**src/rtl/game_flow_ctrl.sv**
```systemverilog
// Frame-rate game sequencer: MENU / PLAYING / PAUSED / DYING / OVER, with lives,
// survival score and a respawn hold (die) for the ball modules.
module game_flow_ctrl #(
    parameter int LIVES          = 3,
    parameter int RESPAWN_FRAMES = 60,
    parameter int SCORE_W        = 16
) (
    input  logic               Clk,
    input  logic               Reset_n,
    input  logic               frame_tick,
    input  logic [7:0]         keycode,
    input  logic               hit,
    output logic [1:0]         current_state_out,
    output logic               die,
    output logic [1:0]         lives,
    output logic [SCORE_W-1:0] score
);

    localparam int TW = (RESPAWN_FRAMES > 1) ? $clog2(RESPAWN_FRAMES) : 1;

    localparam logic [1:0] OUT_MENU    = 2'd0;
    localparam logic [1:0] OUT_PLAYING = 2'd1;
    localparam logic [1:0] OUT_FROZEN  = 2'd2;
    localparam logic [1:0] OUT_OVER    = 2'd3;

    typedef enum logic [2:0] {
        ST_MENU,
        ST_PLAYING,
        ST_PAUSED,
        ST_DYING,
        ST_OVER
    } state_e;

    state_e             state_q, state_d;
    logic [1:0]         lives_q, lives_d;
    logic [SCORE_W-1:0] score_q, score_d;
    logic [TW-1:0]      timer_q, timer_d;
    logic               key_prev_q, key_prev_d;
    logic [1:0]         cso_q, cso_d;
    logic               die_q, die_d;
    logic               press;
    logic               unused_keys;

    // Only bit0 is a game control; the rest of the bitmask belongs to other consumers.
    assign unused_keys = ^keycode[7:1];
    assign press       = keycode[0] & ~key_prev_q;

    always_comb begin
        state_d    = state_q;
        lives_d    = lives_q;
        score_d    = score_q;
        timer_d    = timer_q;
        key_prev_d = key_prev_q;

        if (frame_tick) begin
            key_prev_d = keycode[0];
            case (state_q)
                ST_MENU: begin
                    if (press) begin
                        state_d = ST_PLAYING;
                        lives_d = 2'(LIVES);
                        score_d = '0;
                    end
                end
                ST_PLAYING: begin
                    // A hit wins over a simultaneous press; that press is still consumed.
                    if (hit) begin
                        state_d = ST_DYING;
                        lives_d = lives_q - 2'd1;
                        timer_d = TW'(RESPAWN_FRAMES - 1);
                    end else if (press) begin
                        state_d = ST_PAUSED;
                    end else if (score_q != {SCORE_W{1'b1}}) begin
                        score_d = score_q + 1'b1;
                    end
                end
                ST_PAUSED: begin
                    if (press) begin
                        state_d = ST_PLAYING;
                    end
                end
                ST_DYING: begin
                    if (timer_q == '0) begin
                        state_d = (lives_q == 2'd0) ? ST_OVER : ST_PLAYING;
                    end else begin
                        timer_d = timer_q - 1'b1;
                    end
                end
                ST_OVER: begin
                    if (press) begin
                        state_d = ST_MENU;
                    end
                end
                default: state_d = ST_MENU;
            endcase
        end
    end

    // Ball-facing outputs are decoded from the next state so they land on the same edge.
    always_comb begin
        cso_d = OUT_MENU;
        die_d = 1'b0;
        case (state_d)
            ST_MENU:    cso_d = OUT_MENU;
            ST_PLAYING: cso_d = OUT_PLAYING;
            ST_PAUSED:  cso_d = OUT_FROZEN;
            ST_DYING: begin
                cso_d = OUT_FROZEN;
                die_d = 1'b1;
            end
            ST_OVER:    cso_d = OUT_OVER;
            default:    cso_d = OUT_MENU;
        endcase
    end

    always_ff @(posedge Clk or negedge Reset_n) begin
        if (!Reset_n) begin
            state_q    <= ST_MENU;
            lives_q    <= 2'd0;
            score_q    <= '0;
            timer_q    <= '0;
            key_prev_q <= 1'b1;
            cso_q      <= OUT_MENU;
            die_q      <= 1'b0;
        end else begin
            state_q    <= state_d;
            lives_q    <= lives_d;
            score_q    <= score_d;
            timer_q    <= timer_d;
            key_prev_q <= key_prev_d;
            cso_q      <= cso_d;
            die_q      <= die_d;
        end
    end

    assign current_state_out = cso_q;
    assign die               = die_q;
    assign lives             = lives_q;
    assign score             = score_q;

endmodule

```
**config.mk**
```make
export PLATFORM = sky130hd
export DESIGN_NAME = game_flow_ctrl
export DESIGN_NICKNAME = d
export VERILOG_FILES = /design/src/rtl/game_flow_ctrl.sv
export SDC_FILE = /design/constraint.sdc
export NUM_CORES = 1
export LEC_CHECK = 0
export ABC_AREA = 1
export BUFFER_PORTS_ARGS = -buffer_cell sky130_fd_sc_hd__buf_2
export CORE_MARGIN = 2
export CORE_UTILIZATION = 42
export DETAILED_ROUTE_END_ITERATION = 6
export PLACE_DENSITY = 0.74
export SYNTH_ARGS = -nofsm -noshare
export SYNTH_HDL_FRONTEND = slang
export SYNTH_SLANG_ARGS = --single-unit
```
**constraint.sdc**
```tcl
create_clock -name Clk -period 2.3 [get_ports Clk]
set_input_delay 0 -clock Clk [delete_from_list [all_inputs] [get_ports Clk]]
set_output_delay 0 -clock Clk [all_outputs]
set_load 0.005 [all_outputs]
```
After elaboration in Yosys (flattened, before gate mapping)
Index checks and enable logic that the tools add are counted.
{"block": "op_classes", "add_sub_neg": 3, "eq_ne": 15, "muxes": 21, "bitwise": 2, "reduce_logical": 10}
{"cell": "16-bit 2-to-1 mux", "count": 4}
{"cell": "16-bit one-hot mux with 2 select lines", "count": 1}
{"cell": "3-bit 2-to-1 mux", "count": 7}
{"cell": "16-bit by 1-bit adder with 16-bit output, second input constant", "count": 1}
{"cell": "16-bit != test, second input constant", "count": 1}
{"cell": "3-bit by 2-bit equality test with 1-bit output, second input constant", "count": 4}
{"cell": "6-bit 2-to-1 mux", "count": 2}
{"cell": "2-bit != test, second input constant", "count": 6}
{"cell": "3-bit one-hot mux with 4 select lines", "count": 1}
{"cell": "6-bit one-hot mux with 2 select lines", "count": 1}
{"cell": "4-bit AND reduction", "count": 2}
{"cell": "3-bit by 1-bit equality test with 1-bit output, second input constant", "count": 2}
{"cell": "3-bit equality test, second input constant", "count": 2}
{"cell": "6-bit logical NOT", "count": 1}
{"cell": "2-bit one-hot mux with 3 select lines", "count": 1}
{"cell": "6-bit AND reduction", "count": 1}
{"cell": "6-bit by 1-bit subtractor with 6-bit output, second input constant", "count": 1}
{"cell": "2-bit 2-to-1 mux", "count": 2}
{"cell": "2-bit one-hot mux with 2 select lines", "count": 1}
{"cell": "2-bit nonzero test", "count": 2}
{"cell": "2-bit OR reduction", "count": 2}
{"cell": "3-bit logical NOT", "count": 1}
{"cell": "2-bit logical NOT", "count": 1}
{"cell": "2-bit by 1-bit subtractor with 2-bit output, second input constant", "count": 1}
{"cell": "other kinds (3)", "count": 3}
{"block": "totals", "regBits": 31}

Depth between registers and ports, before layout
{"block": "depth", "word_depth": 9, "mapped_depth": 11, "mapped_depth_nobuf": 11}

Least setup slack after synthesis
OpenSTA, ideal clock, no wires.
{"block": "synth_path", "path_type": "register to register", "startpoint": "register score_q[0], in the netlist score[0]", "endpoint": "register score_q[13], in the netlist score[13]", "setup_time_ns": 0.065, "arrival_ns": 1.459, "path_slack_ns": 0.776, "path_stages_with_launch": 11, "path_cell_list": "dfrtp_1 -> ha_1 -> nand2_1 -> nor2_4 -> nand3_1 -> o21ai_2 -> nand2_2 -> nand2_4 -> buf_6 -> nand2_1 -> nand2_1"}
{"block": "synth_via", "elab_chain_cells": 5, "word_cells_on_any_way": 8, "classes_between": "add/sub (1); eq/ne (2); mux (4); reduce/logical (1)"}
{"element": "from (decl)", "line": "36", "source": "logic [SCORE_W-1:0] score_q, score_d;"}
{"element": "from (signal assigned)", "line": "128", "source": "score_q <= score_d;"}
{"element": "16-bit by 1-bit adder with 16-bit output", "line": "74", "source": "score_d = score_q + 1'b1;"}
{"element": "16-bit 2-to-1 mux", "line": "73", "source": "end else if (score_q != {SCORE_W{1'b1}}) begin"}
{"element": "16-bit 2-to-1 mux", "line": "71", "source": "end else if (press) begin"}
{"element": "16-bit 2-to-1 mux", "line": "67", "source": "if (hit) begin"}
{"element": "16-bit one-hot mux with 2 select lines", "line": "57", "source": "case (state_q)"}
Parallel ways exist; a longest one is shown, timed or not. The select of a mux whose other input is x is not followed.
A chain may end at the register's enable or synchronous reset.

Worst setup path after layout
{"block": "layout_path", "startpoint": "register state_q[2]", "endpoint": "register score_q[2], in the netlist score[2]"}
{"block": "layout_via", "elab_chain_cells": 3, "word_cells_on_any_way": 9, "classes_between": "eq/ne (5); mux (1); reduce/logical (3)"}
{"element": "from (decl)", "line": "34", "source": "state_e state_q, state_d;"}
{"element": "from (signal assigned)", "line": "126", "source": "state_q <= state_d;"}
{"element": "3-bit by 1-bit equality test with 1-bit output or 3-bit logical NOT (tied branches)", "line": "57"}
{"element": "2-bit != test (no line) or 2-bit nonzero test (tied branches)"}
{"element": "6-bit AND reduction (no line)"}
Parallel ways exist; a longest one is shown, timed or not.

==> impl_results.md <==
* Syn Nets at 286
* Met1 Use GR at 23.1%
* Top cells by area, synth: dfrtp_1, nand2_1, nor2_1, nand3_1, xor2_1
* Vias at 1774
* Final setup TNS at 0 ns
* Mapped Cells at 271
* Routed WL at 3960 um
* Gpl congestion at 0.840
* Initial DRC count at 95
* Post-route cell area at 2220 sq um
* Worst EP required at 2.52 ns
* Port buffer count at 25
* Critical Path AT at 2.03 ns
* Yosys warnings at 0
* Met3 Use GR at 2.92%
* Multiplexer share of the synthesized area at 0%
* ANT nets after route at 0
* Hold Path Origin: frame_tick
* Die width at 72.1 um
* Post-synthesis simple-gate area fraction at 39.8%
* RSZ-0062 raised after global routing: no
* Vias per Instance at 5.00
* # nets final at 317
* Drt drc at 0
* PD cells at 854 nW/um^2
* First-pass GRT wire length at 7000 um
* Area of the multi-input gates at 1040 sq um
* Cell Rows at 24
* Hold_buf cts at 3
* IO Pins at 33
* Num CTS Buffers at 5
* Library cells used by synthesis at 31
* Share of cells above drive strength 1 at 17.2%
* Period utilization at 79.0%
* Rel. slew slack at 53.9%
* Cell Area, Synth at 1950 sq um
* Final Hold Fails at 0
* Synth Area in Compound Gates at 6.37%
* DP Area at 2110 sq um
* Clk sinks at 31
* Synth Register Bits at 31
* Max_cap viols at 0
* DR WL/cell at 11.2 um
* Post-Synth XOR/XNOR Area at 5.40%
* Insertion delay to the later sink of the worst-skew pair at 0.28 ns
* Fill cell total of the finished layout at 426
* GR peak layer: met2
* TritonCTS clock tree: built
* Vias in the first global route at 1628
* Initial core utilization at 44.1%
* Startpoint types: flip-flop
* Post-synth top area share at 38.6%
* Area grow syn2layout at 14.1%
* Power Total at 1.90 mW
* Largest area contributor in the netlist: dfrtp_1
* Final slew viol count at 0
* Die Y at 72.1 um
* Hpwl dp at 2930 um
* Fmax at 551 MHz
* Largest family of logic cells by synthesized area: simple AND/OR/NAND/NOR gates
* Worst slew pin tran at 0.691 ns
* Final Util at 50.3%
* Sequential share of the synthesized area at 39.9%
* Post_cts resized at 0
* Kind of critical path: reg -> reg
* Post-Synth Adder-Cell Area at 1.93%
* Max FO, Critical Path at 16
* Status: completed
* Largest net degree at the start of global routing at 32
* Total setup buffers inserted after CTS at 0
* Clock Skews at 0.00856 ns
* CTS max path bufs at 2
* Mean post-synth cell area at 7.18 sq um
* Die Area at 5190 sq um
* DRT Pass-1 Iters at 5
* Setup crit end kind: flip-flop
* Met2 Usage GRT at 25.4%
* Gr ovfl total at 0
* Initial antenna violation count at 0
* Clk root buf: clkbuf_8
* Total global routing track utilization at 17.0%
* Core Box Area at 4410 sq um
* Lkg Pwr at 1.15 nW
* R2R Path Start: state_q[2]
* CTS H-tree depth at 2
* Ant diodes at 0
* Critical Path Source: state_q[2]
* Max VDD drop at 0.337 mV
* Worst Hold Class: in -> reg
* Min Tclk post-route at 1.82 ns
* Final setup viols at 0
* CTS clk-pin slew, worst paths at 0.07 ns
* Register area at 777 sq um
final timing paths:
path,slack [ns],end,cells past startpoint
max,0.48,score[2],8
min,0.06,state_q[0],3
max reg2reg,0.48,score[2],8
min reg2reg,0.52,lives[0],1
max in group asynchronous,1.55,score[13],2
min in group asynchronous,0.30,die,2
cell usage after synthesis:
library cell	count
a21oi_1	1
dfrtp_1	30
a22oi_1	1
o21ai_2	1
nor3_1	2
inv_2	5
clkbuf_1	2
and2_1	2
o21ai_1	1
nor2_1	33
ha_1	3
nor3b_1	2
nor2_4	3
nand3_1	16
nand2_1	101
inv_1	20
buf_4	2
buf_6	1
nand2_2	3
a21oi_2	1
nor2_2	2
a21oi_4	1
xnor2_1	3
o21ai_0	13
o31ai_1	1
nand3_4	1
nand2_4	1
nor3_2	1
nand4_1	8
dfstp_2	1
xor2_1	9
critical path, stage by stage (launching register included):
cell,delay (ns)
dfrtp_1,0.46
inv_2,0.14
nand3_4,0.19
nor3_2,0.19
o21ai_2,0.10
a21oi_2,0.34
buf_4,0.22
nand2_1,0.05
nand2_1,0.05
stage by stage:
| stage | hold slack, ns | setup WS, ns | std cells |
|---|---|---|---|
| after global routing | 0.0820 | 0.281 | 355 |
| after CTS | 0.0460 | 0.482 | 355 |
| after detailed placement | 0.0861 | 0.498 | 344 |
| final | 0.0592 | 0.484 | 355 |
| after floorplan | -0.296 | 0.776 | 271 |
| after global placement | 0.0830 | 0.524 | 344 |
area by class of cell:
cell class	instances	share of cell area [%]
Tap cell	52	2.93
Timing Repair Buffer	29	7.32
Inverter	25	4.23
Multi-Input combinational cell	210	46.9
Sequential cell	31	35.0
Clock inverter	1	0.225
Clock buffer	7	3.44
registers in the layout, indices dropped and copies added, names as in the netlist:
| name | count |
|---|---|
| timer_q | 6 |
| die | 1 |
| lives | 2 |
| key_prev_q | 1 |
| state_q | 3 |
| current_state_out | 2 |
| score | 16 |
routing by layer:
layer	up-vias	part of all wire [%]
met5	-	0
met4	0	2.4
met3	7	4.7
met2	43	43
met1	801	50
li1	923	-
cell usage in the layout (no fill, tap or decap), drive strengths merged:
cell type    count
nand4            8
nor3             3
a21oi            3
o21ai           15
nor2            38
nor3b            2
nand2          105
dlygate4sd3      3
a22oi            1
xor2             9
inv             25
o31ai            1
dfstp            1
ha               3
clkbuf           7
nand3           17
dfrtp           30
xnor2            3
clkinv           1
and2             2
buf             26
report_power, final:
group / internal [mW] / total, mW / switching, mW
combinational: 0.252 / 0.732 / 0.480
clock: 0.212 / 0.408 / 0.196
sequential: 0.659 / 0.757 / 0.0979
logic make-up after synthesis:
| kind of cell | after synthesis |
|---|---|
| flops | 31 |
| buf+inv | 30 |
| compound gates | 20 |
| simple gates | 175 |
| fa+ha+maj | 3 |
| xor+xnor | 12 |
No activity file was read; power rests on OpenSTA's default activity.
